`src/rtl/dac_spi_tx_pkg.sv`:
```
// Shared types and frame layout for the MCP4921-style DAC SPI transmitter.
// Frame is {A/B, BUF, GA_n, SHDN_n, code[11:0]}, shifted MSB first.
package dac_spi_pkg;

    localparam int FRAME_W    = 16;
    localparam int CODE_W     = 12;
    localparam int BIT_AB     = 15;
    localparam int BIT_BUF    = 14;
    localparam int BIT_GA_N   = 13;
    localparam int BIT_SHDN_N = 12;

    typedef enum logic [2:0] {
        ST_IDLE,
        ST_SETUP,
        ST_SHIFT_HI,
        ST_SHIFT_LO,
        ST_CS_HIGH,
        ST_LDAC
    } state_t;

    // Two's complement to offset binary is just an MSB flip.
    function automatic logic [FRAME_W-1:0] build_frame(
        input logic [CODE_W-1:0] sample,
        input logic              is_signed,
        input logic              vref_buf,
        input logic              gain_1x,
        input logic              shdn_n
    );
        logic [FRAME_W-1:0] frame;
        frame                = '0;
        frame[CODE_W-1:0]    = is_signed ? {~sample[CODE_W-1], sample[CODE_W-2:0]} : sample;
        frame[BIT_SHDN_N]    = shdn_n;
        frame[BIT_GA_N]      = gain_1x;
        frame[BIT_BUF]       = vref_buf;
        frame[BIT_AB]        = 1'b0;
        return frame;
    endfunction

endpackage

```
`src/rtl/dac_spi_tx_sck_tick_gen.sv`:
```
// Half-period timer: o_tick is high on the last clk cycle of each CLK_DIV-cycle phase.
// i_restart zeroes the count so every new FSM state starts a fresh phase.
module sck_tick_gen #(
    parameter int CLK_DIV = 1
) (
    input  logic i_clk,
    input  logic i_rst_n,
    input  logic i_restart,
    output logic o_tick
);

    localparam int CW = (CLK_DIV > 1) ? $clog2(CLK_DIV) : 1;

    logic [CW-1:0] r_cnt;

    assign o_tick = (r_cnt == CW'(CLK_DIV - 1));

    always_ff @(posedge i_clk or negedge i_rst_n) begin
        if (!i_rst_n) begin
            r_cnt <= '0;
        end else if (i_restart || o_tick) begin
            r_cnt <= '0;
        end else begin
            r_cnt <= r_cnt + 1'b1;
        end
    end

endmodule

```
`src/rtl/dac_spi_tx.sv`:
```
// SPI master for an MCP4921-style 12-bit DAC: 1-deep sample holding register,
// 16-bit mode-0 frame, then an LDAC_n strobe so updates land on a frame boundary.
module dac_spi_tx
    import dac_spi_pkg::*;
#(
    parameter int DATA_W      = 12,
    parameter int CLK_DIV     = 1,
    parameter int DATA_SIGNED = 1,
    parameter int GAIN_1X     = 1,
    parameter int VREF_BUF    = 0,
    parameter int LDAC_PULSE  = 1
) (
    input  logic              i_clk,
    input  logic              i_rst_n,
    input  logic [DATA_W-1:0] i_sample_in,
    input  logic              i_sample_valid,
    output logic              o_sample_ready,
    input  logic              i_dac_enable,
    output logic              o_dac_cs_n,
    output logic              o_dac_sck,
    output logic              o_dac_sdi,
    output logic              o_dac_ldac_n,
    output logic              o_busy,
    output logic              o_frame_done
);

    localparam int         LCW       = (LDAC_PULSE > 1) ? $clog2(LDAC_PULSE) : 1;
    localparam logic [4:0] LAST_BIT  = 5'(FRAME_W - 1);
    localparam logic [4:0] ALL_BITS  = 5'(FRAME_W);
    localparam logic [LCW-1:0] LDAC_LAST = LCW'(LDAC_PULSE - 1);

    state_t             r_state, w_state_next;
    logic [DATA_W-1:0]  r_hold_data;
    logic               r_hold_full, w_hold_full_next;
    logic [FRAME_W-1:0] r_shift, w_shift_next;
    logic [4:0]         r_bit_cnt, w_bit_cnt_next;
    logic [LCW-1:0]     r_ldac_cnt, w_ldac_cnt_next;
    logic               w_load, w_accept, w_tick, w_in_frame;

    logic r_ready, r_cs_n, r_sck, r_sdi, r_ldac_n, r_busy, r_frame_done;

    sck_tick_gen #(
        .CLK_DIV (CLK_DIV)
    ) u_tick (
        .i_clk     (i_clk),
        .i_rst_n   (i_rst_n),
        .i_restart (w_state_next != r_state),
        .o_tick    (w_tick)
    );

    assign w_accept         = i_sample_valid && r_ready;
    assign w_hold_full_next = w_load ? 1'b0 : (w_accept ? 1'b1 : r_hold_full);

    always_comb begin
        w_state_next    = r_state;
        w_load          = 1'b0;
        w_shift_next    = r_shift;
        w_bit_cnt_next  = r_bit_cnt;
        w_ldac_cnt_next = '0;
        case (r_state)
            ST_IDLE: begin
                if (r_hold_full) begin
                    w_load         = 1'b1;
                    w_shift_next   = build_frame(r_hold_data, DATA_SIGNED != 0, VREF_BUF != 0,
                                                 GAIN_1X != 0, i_dac_enable);
                    w_bit_cnt_next = '0;
                    w_state_next   = ST_SETUP;
                end
            end
            ST_SETUP: begin
                if (w_tick) w_state_next = ST_SHIFT_HI;
            end
            ST_SHIFT_HI: begin
                if (w_tick) begin
                    w_state_next   = ST_SHIFT_LO;
                    w_bit_cnt_next = r_bit_cnt + 5'd1;
                    // Bit 0 stays on SDI through the final low phase.
                    if (r_bit_cnt != LAST_BIT) w_shift_next = {r_shift[FRAME_W-2:0], 1'b0};
                end
            end
            ST_SHIFT_LO: begin
                if (w_tick) w_state_next = (r_bit_cnt == ALL_BITS) ? ST_CS_HIGH : ST_SHIFT_HI;
            end
            ST_CS_HIGH: begin
                if (w_tick) w_state_next = ST_LDAC;
            end
            ST_LDAC: begin
                if (r_ldac_cnt == LDAC_LAST) begin
                    w_state_next = ST_IDLE;
                end else begin
                    w_ldac_cnt_next = r_ldac_cnt + 1'b1;
                end
            end
            default: w_state_next = ST_IDLE;
        endcase
    end

    assign w_in_frame = (w_state_next == ST_SETUP) || (w_state_next == ST_SHIFT_HI) ||
                        (w_state_next == ST_SHIFT_LO);

    always_ff @(posedge i_clk or negedge i_rst_n) begin
        if (!i_rst_n) begin
            r_state      <= ST_IDLE;
            r_hold_data  <= '0;
            r_hold_full  <= 1'b0;
            r_shift      <= '0;
            r_bit_cnt    <= '0;
            r_ldac_cnt   <= '0;
            r_ready      <= 1'b1;
            r_cs_n       <= 1'b1;
            r_sck        <= 1'b0;
            r_sdi        <= 1'b0;
            r_ldac_n     <= 1'b1;
            r_busy       <= 1'b0;
            r_frame_done <= 1'b0;
        end else begin
            r_state      <= w_state_next;
            r_hold_full  <= w_hold_full_next;
            r_shift      <= w_shift_next;
            r_bit_cnt    <= w_bit_cnt_next;
            r_ldac_cnt   <= w_ldac_cnt_next;
            if (w_accept) r_hold_data <= i_sample_in;
            // Outputs are registered from next-state so they line up with r_state.
            r_ready      <= !w_hold_full_next;
            r_cs_n       <= !w_in_frame;
            r_sck        <= (w_state_next == ST_SHIFT_HI);
            r_sdi        <= w_in_frame ? w_shift_next[FRAME_W-1] : 1'b0;
            r_ldac_n     <= (w_state_next != ST_LDAC);
            r_busy       <= (w_state_next != ST_IDLE);
            r_frame_done <= (w_state_next == ST_LDAC) && (w_ldac_cnt_next == LDAC_LAST);
        end
    end

    assign o_sample_ready = r_ready;
    assign o_dac_cs_n     = r_cs_n;
    assign o_dac_sck      = r_sck;
    assign o_dac_sdi      = r_sdi;
    assign o_dac_ldac_n   = r_ldac_n;
    assign o_busy         = r_busy;
    assign o_frame_done   = r_frame_done;

endmodule

```
`config.mk`:
```
export PLATFORM = sky130hd
export DESIGN_NAME = dac_spi_tx
export DESIGN_NICKNAME = d
export VERILOG_FILES = /design/src/rtl/dac_spi_tx_pkg.sv /design/src/rtl/dac_spi_tx_sck_tick_gen.sv /design/src/rtl/dac_spi_tx.sv
export SDC_FILE = /design/constraint.sdc
export NUM_CORES = 1
export LEC_CHECK = 0
export CELL_PAD_IN_SITES_DETAIL_PLACEMENT = 0
export CELL_PAD_IN_SITES_GLOBAL_PLACEMENT = 2
export CORE_MARGIN = 5
export CORE_UTILIZATION = 33
export CTS_CLUSTER_DIAMETER = 30
export DETAILED_ROUTE_END_ITERATION = 10
export GPL_ROUTABILITY_DRIVEN = 0
export GPL_TIMING_DRIVEN = 0
export PLACE_DENSITY = 0.81
export SYNTH_ARGS = -nofsm -noshare
export SYNTH_HDL_FRONTEND = slang
export SYNTH_SLANG_ARGS = --single-unit
```
`constraint.sdc`:
```
create_clock -name i_clk -period 1.75 [get_ports i_clk]
set_input_delay 0.2625 -clock i_clk [delete_from_list [all_inputs] [get_ports i_clk]]
set_output_delay 0.2625 -clock i_clk [all_outputs]
set_load 0.1 [all_outputs]
```
==> run metrics <==
DR vias/cell just under 5; worst min path class input pin to async pin; NetSw roughly 1200 uW; die area between 0.007 and 0.008 mm^2; Layout Nets 220; Synth warnings 0; crit start category flop; Reg clk slew, reported paths 0.09 ns; Post-Syn Area just under 0.002 mm^2; diode count 0; placed insts around 260; switching portion of total power a little over a third; proportion of layout cells with a drive suffix above 1 a little over a quarter; post-synthesis sequential area ratio about 58%; nature of the critical path endpoint flop; CP peak stage delay between 0.3 and 0.4 ns; Final min period approximately 1.8 ns; num rows 28; DRT antenna net count 0; post-detailed-placement half-perimeter wirelength 2.62 mm; setup violators final 2; RSZ-0062 raised after global routing yes; area delta synth->final 28.3%; max_slew headroom between 30 and 40%; GRT overflow 0; core area between 0.005 and 0.006 mm^2; CP Class flop to flop; port buffer count 22; worst flop-to-flop path startpoint r_bit_cnt[1]; total CTS buffers 5; part of the power in registers 45.7%; leakage power around 0.0011 uW; CP arrival around 1.9 ns; reg2reg end r_shift[2]; Syn Area/Cell roughly 12 um^2; final hold vios 0; CP Max Fanout 5; cell depth of the worst setup path 7; cell area after layout 0.00250 mm^2; worst-skew pair later-pin latency ~0.30 ns; initial DRC count between 40 and 50; Crit path max-delay family compound AO/OA/AOI/OAI gates; r2r setup slk -0.005 ns; Die Span Y 86.8 um; first-pass GRT wire length approximately 6.6 mm; crit share post-route 100%; # H-tree levels 2; Net Count, Synth approximately 180; PwrDens roughly 1400 mW/mm^2; vias in the first global route 1384; Max Cap Viol 0; die width 86.8 um; Layout Skew about 0.013 ns; initial antenna violation count 0; slowest cell on the critical path dfrtp_1; # clock sinks 45; Residual DRC 0; critical path startpoint r_bit_cnt[1]; I/O pins 23; post-place instance area between 0.002 and 0.0025 mm^2; worst path bufs/invs 1; peak supply drop between 0.7 and 0.8 mV; Clock Path Buffers 2; P_int ~2300 uW; CTS tree built; final core occ a little over two fifths; failing checks negative setup slack; Distinct cells, synth 37; largest net degree at the start of global routing 26; routed length per placed instance ~14 um; non-filler instance count after layout 277; critical-path cell list ha_2 > and3_4 > ha_4 > nor3b_2 > o21ai_2 > clkbuf_8 > a221o_1; Critical Path End r_shift[2]; initial core utilization roughly a third; Hold Slack roughly 0.46 ns; DR vias approximately 1400; clock root cell clkbuf_8; 1st-pass router iterations 2; WL final 3.81 mm; dpl ws -0.315 ns; fmax around 0.57 GHz; outcome finished, violations left; post-synthesis register bit count 45; CP Data Required Time a little under 2 ns; FF-to-FF path depth 7; Slew @ Worst Pin 0.946 ns; Logic pwr share a little over a third; post-synthesis cell count 165; clock share of power 19.0%; PnR worst setup slack -0.00457 ns; GR Util All Layers between 10% and 20%; Max Slew Vio Count 0
==> worst min path at each step <==
stage / from / to / slack, ns
3_5_place_dp: i_rst_n / o_dac_sck / 0.27
6_report: i_rst_n / o_dac_sck / 0.46
5_1_grt: i_rst_n / r_shift[13] / 0.51
2_1_floorplan: i_rst_n / o_busy / -0.03
3_3_place_gp: r_hold_data[0] / r_shift[0] / 0.47
4_1_cts: i_rst_n / r_shift[14] / 0.48
==> cell usage after synthesis (all sizes together) <==
cell type	number	share of area [%]
mux2i	3	1.5
clkbuf	6	1.2
or4b	2	1.0
buf	4	1.1
nor3b	1	0.39
and3b	1	0.45
o2bb2ai	2	0.90
mux2	12	6.9
nor2	4	0.90
nor2b	2	0.64
o31ai	1	0.39
a311oi	1	0.45
nor4b	2	0.90
a21oi	4	1.0
o21ai	11	2.8
a221o	12	6.2
or3	2	0.64
ha	3	1.9
and3	1	0.32
o22ai	1	0.32
inv	10	1.9
a311o	1	0.51
nor4bb	1	0.51
nand3	8	2.1
o21a	1	0.39
dfrtp	42	54
a22oi	1	0.39
nand2	8	1.5
o211ai	1	0.39
conb	1	0.19
dfstp	3	4.0
nor3	2	0.51
and2	11	3.5
==> through the flow <==
stage	setup TNS, ns	total power (uW)
CTS	-0.0415	3530
finish	-0.00461	3520
global placement	-41.62	2740
global route	-0.726	3760
detailed placement	-4.00	2760
floorplan	0	2450
==> metal layers <==
layer  track usage, %  up-vias  wire (um)
li1                 -      666          -
met1             15.1      662       1860
met2             17.7       21       1760
met3             2.66        7        156
met4             2.97        0         41
met5                0        -          0
==> registers in the layout, indices dropped and copies added (netlist names) <==
name            cells
o_dac_sck           1
o_busy              1
o_frame_done        1
r_state             3
o_sample_ready      1
u_tick.r_cnt        1
r_bit_cnt           5
r_hold_full         1
r_hold_data        12
o_dac_cs_n          1
o_dac_sdi           1
r_shift            16
o_dac_ldac_n        1
==> layout make-up <==
type	instances	area, um^2
Fill cell	585	3320
Clock buffer	5	68.8
Clock inverter	3	25.0
Sequential cell	45	1130
Multi-Input combinational cell	100	788
Inverter	10	37.5
Timing Repair Buffer	30	290
Buffer	9	62.6
Tap cell	75	93.8
==> kinds of logic (layout without fill, tap and decap cells) <==
group	count (synthesis)	count (layout)	share of synthesized area (%)
multiplexers	15	15	8.48
flip-flops	45	45	58.0
adder cells (fa/ha/maj)	3	3	1.93
buffers and inverters	20	57	4.18
AND/OR/NAND/NOR	45	45	13.4
other	1	1	0.193
AO/OA/AOI/OAI	36	36	13.8
==> cells in the final DEF (no fill, tap or decap), drive strengths merged, types with 4 or more instances in the layout <==
cell and count:
a21oi 4, a221o 12, and2 11, buf 11
clkbuf 13, clkdlybuf4s15 5, clkdlybuf4s50 14, dfrtp 42
inv 11, mux2 12, nand2 8, nand3 8
nor2 4, o21ai 11
==> what timing repair did <==
item | CTS | global route
buffers inserted | 4 | 1
hold buffers | 1 | 0
endpoints found under the hold margin | 19 | 0
resized for setup | 23 | 11
pin swaps | 3 | 1
endpoints found under the setup margin | 22 | 24
gates cloned | 1 | 0
==> power groups by stage <==
stage / Clock (uW) / Combinational (uW) / Sequential (uW)
finish: 668 / 1240 / 1610
global route: 728 / 1370 / 1660
CTS: 689 / 1230 / 1610
detailed placement: 0 / 1120 / 1640
global placement: 0 / 1100 / 1640
floorplan: 0 / 702 / 1750
(Power assumes the default switching activity.)
